$ cat src/rtl/trivium_stream_core.sv
// Trivium keystream engine: key/IV load, INIT_RND-round warm-up, then W keystream bits per clock.
// Define TRIVIUM_XOR_EN to XOR the din stream into the keystream (encrypt/decrypt datapath).
module trivium_stream_core #(
    parameter int W        = 8,
    parameter int INIT_RND = 1152
) (
    input  logic         CLK,
    input  logic         RST,
    input  logic         EN,
    input  logic [79:0]  Kin,
    input  logic [79:0]  Din,
    input  logic         cfg_vld,
    output logic         cfg_rdy,
    input  logic [W-1:0] din,
    input  logic         din_vld,
    output logic         din_rdy,
    output logic [W-1:0] dout,
    output logic         dout_vld,
    input  logic         dout_rdy,
    output logic         BSY,
    output logic [1:0]   dbg_state_o
);

    localparam int NCYC = INIT_RND / W;
    localparam int CW   = (NCYC > 1) ? $clog2(NCYC) : 1;
    localparam logic [CW-1:0] CNT_LAST = CW'(NCYC - 1);

    if (!(W == 1 || W == 2 || W == 4 || W == 8 || W == 16 || W == 32 || W == 64)) begin : g_bad_w
        $error("trivium_stream_core: W=%0d must be one of 1,2,4,8,16,32,64", W);
    end
    if ((INIT_RND % W) != 0) begin : g_bad_rnd
        $error("trivium_stream_core: INIT_RND=%0d is not a multiple of W=%0d", INIT_RND, W);
    end

    typedef enum logic [1:0] {
        ST_IDLE = 2'd0,
        ST_INIT = 2'd1,
        ST_RUN  = 2'd2
    } state_t;

    state_t        state_q, state_d;
    logic [287:0]  s_q, s_d, s_adv, s_load;
    logic [288:0]  step;
    logic [CW-1:0] cnt_q, cnt_d;
    logic [W-1:0]  z_word, word_in, dout_q, dout_d;
    logic          vld_q, vld_d;
    logic          cfg_fire, slot_free, word_go;

    // One Trivium round: returns {z, next state}.
    function automatic logic [288:0] trivium_round(input logic [287:0] s);
        logic t1, t2, t3, z;
        t1 = s[65] ^ s[92];
        t2 = s[161] ^ s[176];
        t3 = s[242] ^ s[287];
        z  = t1 ^ t2 ^ t3;
        t1 = t1 ^ (s[90] & s[91]) ^ s[170];
        t2 = t2 ^ (s[174] & s[175]) ^ s[263];
        t3 = t3 ^ (s[285] & s[286]) ^ s[68];
        return {z, s[286:177], t2, s[175:93], t1, s[91:0], t3};
    endfunction

    // W rounds chained; the earliest keystream bit lands in the MSB.
    always_comb begin
        s_adv  = s_q;
        z_word = '0;
        step   = '0;
        for (int i = 0; i < W; i++) begin
            step              = trivium_round(s_adv);
            z_word[W-1-i]     = step[288];
            s_adv             = step[287:0];
        end
    end

    always_comb begin
        s_load = '0;
        for (int b = 0; b < 10; b++) begin
            s_load[8*b +: 8]      = Kin[72-8*b +: 8];
            s_load[93+8*b +: 8]   = Din[72-8*b +: 8];
        end
        s_load[287:285] = 3'b111;
    end

    // Valid/ready: a transfer happens on a rising CLK edge where EN & valid & ready;
    // valid may not depend on ready, and dout/dout_vld hold while dout_vld & !dout_rdy.
    assign cfg_rdy   = EN & !RST & ((state_q == ST_IDLE) | (state_q == ST_RUN));
    assign cfg_fire  = cfg_vld & cfg_rdy;
    assign slot_free = !vld_q | dout_rdy;

`ifdef TRIVIUM_XOR_EN
    // din is not taken on a reload cycle, since the reload suppresses the word it would feed.
    assign din_rdy = EN & !RST & (state_q == ST_RUN) & slot_free & !cfg_vld;
    assign word_go = din_vld & din_rdy;
    assign word_in = z_word ^ din;
`else
    logic unused_din;
    assign unused_din = ^{din, din_vld};
    assign din_rdy    = 1'b0;
    assign word_go    = (state_q == ST_RUN) & slot_free & !cfg_fire;
    assign word_in    = z_word;
`endif

    always_comb begin
        state_d = state_q;
        s_d     = s_q;
        cnt_d   = cnt_q;
        dout_d  = dout_q;
        vld_d   = vld_q & !dout_rdy;
        if (cfg_fire) begin
            state_d = ST_INIT;
            s_d     = s_load;
            cnt_d   = '0;
            vld_d   = 1'b0;
        end else begin
            case (state_q)
                ST_INIT: begin
                    s_d = s_adv;
                    if (cnt_q == CNT_LAST) begin
                        cnt_d   = '0;
                        state_d = ST_RUN;
                    end else begin
                        cnt_d = cnt_q + 1'b1;
                    end
                end
                ST_RUN: begin
                    if (word_go) begin
                        s_d    = s_adv;
                        dout_d = word_in;
                        vld_d  = 1'b1;
                    end
                end
                default: begin
                end
            endcase
        end
    end

    always_ff @(posedge CLK) begin
        if (RST) begin
            state_q <= ST_IDLE;
            s_q     <= '0;
            cnt_q   <= '0;
            dout_q  <= '0;
            vld_q   <= 1'b0;
        end else if (EN) begin
            state_q <= state_d;
            s_q     <= s_d;
            cnt_q   <= cnt_d;
            dout_q  <= dout_d;
            vld_q   <= vld_d;
        end
    end

    assign dout        = dout_q;
    assign dout_vld    = vld_q;
    assign BSY         = (state_q == ST_INIT);
    assign dbg_state_o = state_q;

endmodule
$ cat config.mk
export PLATFORM = sky130hd
export DESIGN_NAME = trivium_stream_core
export DESIGN_NICKNAME = d
export VERILOG_FILES = /design/src/rtl/trivium_stream_core.sv
export SDC_FILE = /design/constraint.sdc
export NUM_CORES = 1
export LEC_CHECK = 0
export BUFFER_PORTS_ARGS = -buffer_cell sky130_fd_sc_hd__buf_2
export CAP_MARGIN = 5
export CORE_ASPECT_RATIO = 1.25
export CORE_MARGIN = 3
export CORE_UTILIZATION = 40
export DETAILED_ROUTE_END_ITERATION = 10
export PLACE_DENSITY = 0.62
export SYNTH_ARGS = -nofsm -noshare
export SYNTH_HDL_FRONTEND = slang
export SYNTH_SLANG_ARGS = --single-unit
$ cat constraint.sdc
create_clock -name CLK -period 2.3 [get_ports CLK]
set_input_delay 0.23 -clock CLK [delete_from_list [all_inputs] [get_ports CLK]]
set_output_delay 0.23 -clock CLK [all_outputs]
set_load 0.03 [all_outputs]
==> out/results.tsv, run 1 <==
stage	metric	value	unit
outcome	status	complete, no violations	
place	port-buffer-count	177	
synthesis	async_flop_share	0	%
synthesis	synthFlopType	dfxtp_1	
global_route	antenna_found_initial	5	
detailed_routing	vias_per_cell	5.33	
synthesis	synth_area	13100	um2
synthesis	synth-simple-area-share	24.7	%
timing	setup_slack	0.183	ns
job	maxCapViolCount	0	
setup_path	crit_type	reg2reg	
global_route	grt_overflow	0	
timing	grt_setup_unrepaired	no	
synthesis	synthMuxAreaShare	0	%
die	die_area	35000	um2
timing	fmax	0.472	GHz
detailed_routing	wl_per_cell	16.4	um
synthesis	synth_compound_area_share	17.1	%
clock_network	post_cts_buffers	0	
detailed_routing	drtAntennaViolNets	0	
power	ir_drop	0.551	mV
clock_network	cts-root-buf	clkbuf_16	
synthesis	synth_xor_area_share	6.22	%
detailed_routing	dr.pass1.iters	5	
timing	worst_slew_pin_slew	0.699	ns
place	placed_area	14400	um2
clock_network	cts_sinks	307	
setup_path	end_kind	flip-flop	
synthesis	ys_seq_area_share	46.9	%
power	fin_total_pwr	13100	uW
layout	nFillCells	2917	
setup_path	critPathMaxFanout	45	
place	dpl.hpwl	24.1	mm
setup_path	slowest_stage	dfxtp_1	
setup_path	crit_chain	nand3b_1 -> o211ai_1 -> buf_12 -> buf_12 -> buf_12 -> nor2_1 -> a311oi_1	
detailed_routing	drc	0	
layout	drive_above_1_share	14.8	%
hold_path	hold_path_class	in2reg	
setup_path	max_stage_delay	0.39	ns
timing	hold_violations	0	
setup_path	cp-start-kind	flip-flop	
synthesis	synthTopCellsByArea	dfxtp_1, nand2_1, a311oi_1	
setup_path	required	2.71	ns
synthesis	synth_top_area_share	46.9	%
synthesis	synth_top_area_cell	dfxtp_1	
clock_network	cts.clk_slew.worst_paths	0.07	ns
timing	period_share	92.0	%
synthesis	synth_fa_ha_area_share	0.0955	%
die	die_x	168	um
place	post-place-ws	0.268	ns
die	rows	73	
timing	setup_viol	0	
global_route	grt_pass1_vias	11900	
synthesis	syn_area_per_cell	7.98	um2
synthesis	synth_nets	1817	
detailed_routing	drt_iter0_drc	868	
clock_network	cts_buffers	34	
timing	fin_crit	2.12	ns
layout	final_design_area_no_fill	17100	um2
timing	relSlewSlack	53.4	%
global_route	grt_pass1_wl	61.5	mm
die	core-area	32100	um2
detailed_routing	via_count	12400	
global_route	grt_start_max_net_pins	143	
layout	nNetsFinal	2061	
die	io-pin-count	188	
die	initial_core_util	40.8	%
place	gp_congestion	0.859	
synthesis	synth_edf_count	0	
clock_network	worstSkewPairLatency	0.52	ns
timing	finalSetupTns	0	ns
timing	drv_slew	0	
synthesis	synth_seq_cells	307	
clock_network	cts_tree	done	
setup_path	crit_arrival	2.53	ns
synthesis	synth_top_family_by_area	simple AND/OR/NAND/NOR gates	
layout	area_delta_synth_final	30.2	%
setup_path	ff2ff_setup_slack	0.18	ns
power	power_density	768	nW/um2
clock_network	clockBufferDepth	3	
clock_network	h-tree-depth	2	
synthesis	yosysUniqueCellTypes	38	
synthesis	syn_inst	1642	
die	fp.dieH	208	um
timing	skew	0.0176	ns
global_route	track_usage	21.0	%
detailed_routing	routed_wirelength	38.3	mm
synthesis	yosysWarningCount	0	
setup_path	cpMostUsedCell	buf_12	
power	leakagePower	0.00587	uW
==> layer usage <==
metal,vias up,global-route usage [%],wire [um]
met5,-,0,0
met4,0,6.92,1120
met3,77,3.31,1740
met1,5836,27.6,16500
met2,344,35.2,18800
li1,6146,-,-
==> state kept, by name (all words and copies together), names as in the netlist <==
| register | cells |
|---|---|
| cnt_q | 8 |
| dbg_state_o | 2 |
| dout | 8 |
| dout_vld | 1 |
| s_q | 288 |
==> Yosys cell counts, types with 2 or more instances <==
cell type / count
nand2_1: 448
dfxtp_1: 307
nor2_1: 163
a311oi_1: 144
a21oi_1: 121
nand3_1: 121
clkbuf_1: 91
xnor2_1: 67
buf_2: 45
nand3b_1: 26
xor2_1: 26
buf_1: 11
a211oi_1: 10
o211ai_2: 10
nor3_1: 9
o31ai_1: 9
o211ai_1: 7
o21ai_0: 4
buf_6: 2
inv_1: 2
nor2b_1: 2
==> kinds of logic (layout without fill, tap and decap cells) <==
kind of cell               count (synthesis)  count (layout)
AOI/OAI and AO/OA                        309             309
xor gates and xnor gates                  93              93
adders and majority gates                  1               1
buffers and inverters                    152             421
DFF                                      307             307
other                                      1               7
and+or+nand+nor                          779             779
==> repair_timing <==
action,4_1_cts,5_1_grt
hold endpoints to repair,146,0
setup endpoints to repair,0,1
gates resized for setup,0,1
hold buffers,145,0
==> cells in the final DEF, fill, tap and decap left out, types with 2 or more instances in the layout <==
cell type | Yosys | final
inv_1 | 2 | 2
dlygate4sd3_1 | 0 | 145
nand3b_1 | 26 | 26
bufinv_16 | 0 | 2
nor2b_1 | 2 | 2
buf_2 | 45 | 176
diode_2 | 0 | 6
a311oi_1 | 144 | 143
o31ai_1 | 9 | 9
xor2_1 | 26 | 26
clkbuf_8 | 0 | 8
o211ai_2 | 10 | 10
clkinv_2 | 0 | 5
nor3_1 | 9 | 8
xnor2_1 | 67 | 67
nor2_1 | 163 | 163
buf_12 | 0 | 20
nand2_1 | 448 | 448
nand3_1 | 121 | 121
a21oi_1 | 121 | 121
o21ai_0 | 4 | 4
clkbuf_1 | 91 | 7
buf_4 | 1 | 16
dfxtp_1 | 307 | 307
o211ai_1 | 7 | 7
a211oi_1 | 10 | 10
clkbuf_16 | 0 | 35
==> stage by stage <==
stage,cells,util [%],hold slack [ns]
floorplan,1642,-,0.348
global placement,2117,45.0,0.439
detailed placement,2117,45.0,0.441
CTS,2323,53.1,0.000233
global route,2329,53.2,0.00491
finish,2329,53.2,0.00879
==> worst max-delay path: cells and delay by family, from the launching register on <==
| kind | cells | cell delay [ns] |
|---|---|---|
| buffers and inverters | 3 | 0.60 |
| AO/OA/AOI/OAI | 2 | 0.62 |
| AND/OR/NAND/NOR | 2 | 0.35 |
| flip-flops | 1 | 0.39 |
==> path summary, 6_finish.rpt <==
path	startpoint	depth (start not counted)	to
hold / removal	Din[19]	3	s_q[152]
hold reg to reg	s_q[81]	2	s_q[81]
setup reg to reg	dbg_state_o[0]	7	s_q[36]
setup / recovery	dbg_state_o[0]	7	s_q[36]
==> area by class of cell <==
type                       instances  area, um2  area share (%)
clock buffer                      50       1010            5.94
clock inverter                    11        134           0.785
inverter                           2       7.51          0.0440
sequential                       307       6150            36.0
antenna                            6       15.0          0.0881
tap                              412        515            3.02
multi-input combinational       1183       6350            37.3
timing repair buffer             358       2870            16.8
==> where the power goes <==
part           leakage, uW  internal (uW)  switching, uW
logic              0.00280            768            978
clock network     0.000569           3310           2250
registers          0.00250           5590            204
No activity file was read; power rests on OpenSTA's default activity.
==> run 2, diff against run 1 <==
- clock period: 2.3 -> 2.7 ns (I/O delays scaled with it)
==> run 2 against run 1 <==
  * Fmax down 4.9%
  * Utilization down 0.74 points
  * Combinational power down 17%
  * Non-clock buffer count down 3
  * Critical path type unchanged
  * Largest cell class unchanged
  * Highest routed layer is now met5
==> out/results.tsv, run 2 (synthesized netlist as in run 1, its figures left out) <==
stage	metric	value	unit	change
outcome	status	complete, no violations		
detailed_routing	drc	0		unchanged
layout	multi_input_area	6350	um2	about the same
layout	final_cell_mix	nand2_1, dfxtp_1, buf_2		
power	p_int	7840	uW	-19%
detailed_routing	drtAntennaViolNets	0		unchanged
power	leakagePower	0.00575	uW	-2.0%
timing	fmax	0.449	GHz	-4.9%
setup_path	cp-start-kind	flip-flop		
timing	hold_violations	0		unchanged
power	switching_share	26.2	%	+0.038 points
timing	finalSetupTns	0	ns	unchanged
setup_path	crit_arrival	2.69	ns	+0.16 ns
layout	nFillCells	2946		+0.99%
layout	regArea	6150	um2	unchanged
setup_path	end_kind	flip-flop		
detailed_routing	drt_iter0_drc	930		+7.1%
clock_network	cts_tree	done		
power	power_frac_seq	46.5	%	+2.3 points
layout	largest_reg_flops	288		unchanged
layout	largest_register	s_q		
die	fp.dieH	208	um	unchanged
place	dpl.hpwl	23.5	mm	-2.1%
timing	relSlewSlack	55.4	%	+2.0 points
timing	skew	0.0232	ns	+0.00552 ns
setup_path	slowest_stage	dfxtp_1		
die	io-pin-count	188		unchanged
setup_path	required	3.17	ns	+0.46 ns
setup_path	cpMostUsedCell	buf_12		
detailed_routing	via_count	12400		-0.097%
clock_network	cts_buffers	31		-8.8%
global_route	grt_overflow	0		unchanged
layout	area_delta_synth_final	28.4	%	
setup_path	crit_type	reg2reg		
setup_path	crit_chain	nand3b_1 -> o211ai_1 -> buf_12 -> buf_12 -> nor2_1 -> a311oi_1		
place	gp_congestion	0.858		about the same
clock_network	clockBufferDepth	3		unchanged
timing	drv_slew	0		unchanged
power	ir_drop	0.454	mV	-18%
setup_path	path_buf_inv	2		-1
layout	nNetsFinal	2055		-0.29%
detailed_routing	routed_wirelength	37.8	mm	-1.1%
global_route	grt_pass1_vias	11900		-0.16%
timing	setup_viol	0		unchanged
clock_network	cts.clk_slew.worst_paths	0.06	ns	about the same
setup_path	critPathMaxFanout	87		+93%
clock_network	cts_sinks	307		unchanged
timing	fin_crit	2.23	ns	+0.109 ns
power	p_sw	2790	uW	-19%
global_route	grt_pass1_wl	60.5	mm	-1.6%
global_route	grt_start_max_net_pins	149		+4.2%
job	maxCapViolCount	0		unchanged
layout	drive_above_1_share	14.0	%	-0.79 points
global_route	track_usage	20.6	%	-0.45 points
clock_network	cts-root-buf	clkbuf_16		
die	die_x	168	um	unchanged
die	rows	73		unchanged
setup_path	cp_top_family	buffers and inverters		
global_route	antenna_found_initial	5		unchanged
layout	layout_commonest_cell	nand2_1		
place	port-buffer-count	177		unchanged
detailed_routing	dr.pass1.iters	5		unchanged
power	fin_total_pwr	10600	uW	-19%
die	core-area	32100	um2	unchanged
setup_path	max_stage_delay	0.39	ns	about the same
detailed_routing	vias_per_cell	5.34		+0.29%
die	initial_core_util	40.8	%	unchanged
timing	period_share	82.4	%	-9.6 points
clock_network	h-tree-depth	1		-1
hold_path	hold_path_class	in2reg		
detailed_routing	wl_per_cell	16.3	um	-0.75%
die	die_area	35000	um2	unchanged
timing	grt_setup_unrepaired	no		
clock_network	worstSkewPairLatency	0.56	ns	+0.04 ns
power	power_density	632	nW/um2	-18%
power	p_clk_share	39.9	%	-2.5 points
power	combPwrFrac	13.6	%	+0.3 points
timing	worst_slew_pin_slew	0.669	ns	-0.0301 ns
## run 2: worst paths after layout
check | end | slack [ns] | cells after the start | startpoint
max | s_q[119] | 0.47 | 6 | dbg_state_o[0]
min | s_q[166] | 0.03 | 3 | Din[1]
max reg2reg | s_q[119] | 0.47 | 6 | dbg_state_o[0]
min reg2reg | s_q[190] | 0.45 | 2 | s_q[190]
## run 2: power by group through the flow
stage / Clock [uW] / Combinational, uW / Sequential, uW
after detailed placement: 0 / 1260 / 5030
after global routing: 4500 / 1590 / 4960
after global placement: 0 / 1250 / 5030
final: 4240 / 1450 / 4940
after floorplan: 0 / 872 / 4970
after CTS: 4330 / 1440 / 4930
## run 2: area by class of cell
class                      instances  area share [%]
clock inverter                    10           0.499
sequential                       307            36.6
multi-input combinational       1183            37.8
timing repair buffer             355            16.5
antenna                            4          0.0595
tap                              412            3.07
clock buffer                      47            5.51
inverter                           2          0.0446
## run 2: stage by stage
step | setup WS, ns | area (um2) | cells | hold slack (ns) | utilization [%]
floorplan | 0.790 | 13100 | 1642 | 0.388 | -
global route | 0.255 | 16800 | 2320 | 0.0265 | 52.4
CTS | 0.497 | 16800 | 2316 | 0.00100 | 52.4
detailed placement | 0.471 | 14300 | 2106 | 0.445 | 44.5
global placement | 0.545 | 14300 | 2106 | 0.438 | 44.5
finish | 0.474 | 16800 | 2320 | 0.0267 | 52.4
## run 2: timing repair
item / 4_1_cts / 5_1_grt
resized for setup: 0 / 0
hold endpoints to repair: 153 / 0
hold buffers: 153 / 0
buffers inserted: 0 / 0
## run 2: worst reg2reg max path, delay by kind of cell, from the launching register on
family	cells	cell delay [ns]
DFF	1	0.39
AOI/OAI and AO/OA	2	0.60
buffers and inverters	2	0.72
and+or+nand+nor	2	0.43
## run 2: per-layer routing
metal / track usage, % / vias up / part of all wire [%]
met5: 0 / - / 0.019
met4: 8.04 / 2 / 4.1
met3: 2.72 / 101 / 5.1
met2: 34.6 / 409 / 48
met1: 26.7 / 5762 / 43
li1: - / 6117 / -
==> run 3, diff against run 2 <==
- ABC_AREA: default -> 1
- PLACE_DENSITY: 0.62 -> 0.61
- clock period: 2.7 -> 2.1 ns (I/O delays scaled with it)
==> run 3 against run 2 <==
  * Clock power rose by 37%
  * Clock skew fell by 0.0039 ns
  * Synthesized area rose by 25%
  * Highest routed layer is now met4
==> out/results.tsv, run 3 <==
stage	metric	value	unit	change
layout	antennaDiodeCount	0		-4
clock_network	worstSkewPairLatency	0.53	ns	-0.03 ns
synthesis	synth_compound_area_share	4.98	%	-12 points
synthesis	synth-simple-area-share	45.2	%	+21 points
detailed_routing	wl_per_cell	14.1	um	-13%
synthesis	synth_top_family_by_area	simple AND/OR/NAND/NOR gates		
timing	relSlewSlack	24.8	%	-31 points
timing	period_share	90.7	%	+8.3 points
die	io-pin-count	188		unchanged
layout	largest_register	s_q		
synthesis	yosysWarningCount	0		unchanged
hold_path	hold_path_class	in2reg		
synthesis	synthTopCellsByArea	dfxtp_1, nand2_1, nor2_1		
place	placed_cells	3206		+52%
timing	hold_violations	0		unchanged
setup_path	crit_chain	nor2_2 -> nand3_4 -> nand2_2 -> nand2_8 -> buf_12 -> buf_4 -> nand3_1 -> nand2_1 -> nor2_1		
synthesis	synthTopCellsByCount	nand2_1, nor2_1, dfxtp_1, nand3_1, inv_1		
setup_path	cp_top_family	simple AND/OR/NAND/NOR gates		
synthesis	yosysUniqueCellTypes	25		-34%
global_route	track_usage	20.6	%	+0.022 points
setup_path	max_stage_delay	0.42	ns	+0.03 ns
power	leakagePower	0.00903	uW	+57%
layout	regArea	6150	um2	unchanged
clock_network	cts_buffers	35		+13%
timing	fin_crit	1.90	ns	-0.321 ns
layout	stdcell_count	3277		+41%
synthesis	synth_fa_ha_area_share	0.0764	%	-0.019 points
clock_network	clockBufferDepth	3		unchanged
power	switching_share	27.4	%	+1.2 points
hold_path	hold_start	Din[46]		
place	dpl.hpwl	29.8	mm	+27%
layout	area_delta_synth_final	14.4	%	
detailed_routing	vias_per_cell	4.92		-7.9%
synthesis	ys_seq_area_share	37.5	%	-9.4 points
layout	multi_input_area	8590	um2	+35%
clock_network	cts_sinks	307		unchanged
die	die_x	187	um	+11%
power	ir_drop	0.530	mV	+17%
setup_path	path_buf_inv	2		unchanged
layout	final_cell_mix	nand2_1, nor2_1, dfxtp_1		
synthesis	syn_inst	2640		+61%
synthesis	synth_seq_cells	307		unchanged
power	power_frac_seq	44.7	%	-1.8 points
global_route	grt_pass1_vias	14800		+24%
synthesis	synth_nets	2815		+55%
clock_network	cts-root-buf	clkbuf_16		
setup_path	slowest_stage	dfxtp_1		
clock_network	h-tree-depth	2		+1
synthesis	synthFlopType	dfxtp_1		
synthesis	synth_top_area_cell	dfxtp_1		
global_route	grt_overflow	0		unchanged
setup_path	crit_arrival	2.32	ns	-0.37 ns
setup_path	reg2reg_from	dbg_state_o[0]		
synthesis	synthMuxAreaShare	0	%	unchanged
power	fin_total_pwr	14300	uW	+34%
layout	nFillCells	4229		+44%
global_route	grt_pass1_wl	74.6	mm	+23%
synthesis	post-synth-top-count-cell	nand2_1		
detailed_routing	routed_wirelength	46.3	mm	+22%
die	core-area	40300	um2	+26%
synthesis	synth_edf_count	0		unchanged
layout	largest_reg_flops	288		unchanged
detailed_routing	drc	0		unchanged
setup_path	end_kind	flip-flop		
layout	layout_commonest_cell	nand2_1		
setup_path	ff2ff_setup_slack	0.20	ns	-0.28 ns
synthesis	synth_xor_area_share	2.03	%	-4.2 points
timing	worst_slew_pin_slew	1.13	ns	+0.458 ns
timing	fmax	0.525	GHz	+17%
timing	grt_setup_unrepaired	no		
timing	drv_slew	0		unchanged
detailed_routing	drt_iter0_drc	1279		+38%
power	p_clk_share	40.6	%	+0.7 points
die	die_area	43400	um2	+24%
detailed_routing	dr.pass1.iters	7		+2
timing	finalSetupTns	0	ns	unchanged
die	rows	82		+12%
layout	nNetsFinal	2885		+40%
power	power_density	761	nW/um2	+20%
synthesis	syn_area_per_cell	6.21	um2	-22%
detailed_routing	via_count	16100		+30%
synthesis	synth_top_area_share	37.5	%	-9.4 points
power	p_sw	3910	uW	+40%
setup_path	required	2.51	ns	-0.66 ns
setup_path	crit_type	reg2reg		
place	gp_congestion	0.870		+1.4%
place	port-buffer-count	177		unchanged
setup_path	critPathMaxFanout	49		-44%
timing	skew	0.0192	ns	-0.00393 ns
die	initial_core_util	40.6	%	-0.21 points
clock_network	cts.clk_slew.worst_paths	0.06	ns	about the same
global_route	grt_start_max_net_pins	180		+21%
job	maxCapViolCount	0		unchanged
power	combPwrFrac	14.7	%	+1.1 points
global_route	antenna_found_initial	0		-5
setup_path	cp-start-kind	flip-flop		
synthesis	synth_area	16400	um2	+25%
detailed_routing	drtAntennaViolNets	0		unchanged
synthesis	async_flop_share	0	%	unchanged
timing	setup_viol	0		unchanged
outcome	status	complete, no violations		
layout	drive_above_1_share	9.92	%	-4.0 points
die	fp.dieH	232	um	+12%
clock_network	cts_tree	done		
power	p_int	10300	uW	+32%
setup_path	crit_path_start	dbg_state_o[0]		
[run 3: cell count changes after synthesis, sizes merged, moves of 110 or more]
cell,delta
nand3,+110
inv,+182
nor2,+334
nand2,+433
o21ai,+136
a311oi,-144
[run 3: what timing repair did]
item / CTS / global route
endpoints found under the hold margin: 13 / 0
setup buffers: 0 / 0
hold buffers: 13 / 0
resized for setup: 0 / 0
[run 3: power by group through the flow]
stage	Combinational [uW]	Clock, uW	Sequential (uW)
after floorplan	1550	0	6400
after global placement	2040	0	6480
after detailed placement	2080	0	6490
after CTS	2110	5940	6370
after global routing	2410	6150	6400
final	2100	5790	6370
[run 3: cells by family after synthesis]
| kind of cell | after synthesis |
|---|---|
| buffers and inverters | 378 |
| flip-flops | 307 |
| AND/OR/NAND/NOR | 1752 |
| adder cells (fa/ha/maj) | 1 |
| other | 1 |
| AO/OA/AOI/OAI | 163 |
| XOR/XNOR | 38 |
[run 3: worst register-to-register path: stages (launching register included)]
cell and delay (ns):
dfxtp_1 0.42, nor2_2 0.09, nand3_4 0.12, nand2_2 0.12
nand2_8 0.11, buf_12 0.23, buf_4 0.41, nand3_1 0.13
nand2_1 0.09, nor2_1 0.06
[run 3: path summary, 6_finish.rpt]
check	end	cells past startpoint
max	s_q[159]	9
min	s_q[131]	5
max reg2reg	s_q[159]	9
min reg2reg	cnt_q[2]	2
[run 3: area by class of cell]
type / count / share of cell area (%)
clock inverter: 8 / 0.387
sequential: 307 / 32.8
clock buffer: 50 / 5.24
timing repair buffer: 227 / 8.32
inverter: 184 / 3.77
multi-input combinational: 1955 / 45.8
tap: 546 / 3.65
[run 3: layer usage]
layer	up-vias	wire length, um	GRT usage, %	share of wire, %
met5	-	0	0	0
met4	0	1640	7.56	3.5
met3	77	2410	3.28	5.2
met2	388	21500	33.8	46
met1	7367	20700	27.4	45
li1	8292	-	-	-
[run 3: through the flow]
stage / hold slack, ns / worst slack [ns] / utilization, % / cell area (um2)
floorplan: 0.418 / 0.449 / - / 16400
global placement: 0.450 / 0.284 / 43.5 / 17600
detailed placement: 0.459 / 0.236 / 43.5 / 17600
CTS: 0.0000917 / 0.219 / 46.5 / 18700
global route: 0.0289 / 0.0556 / 46.5 / 18700
finish: 0.00414 / 0.195 / 46.5 / 18700
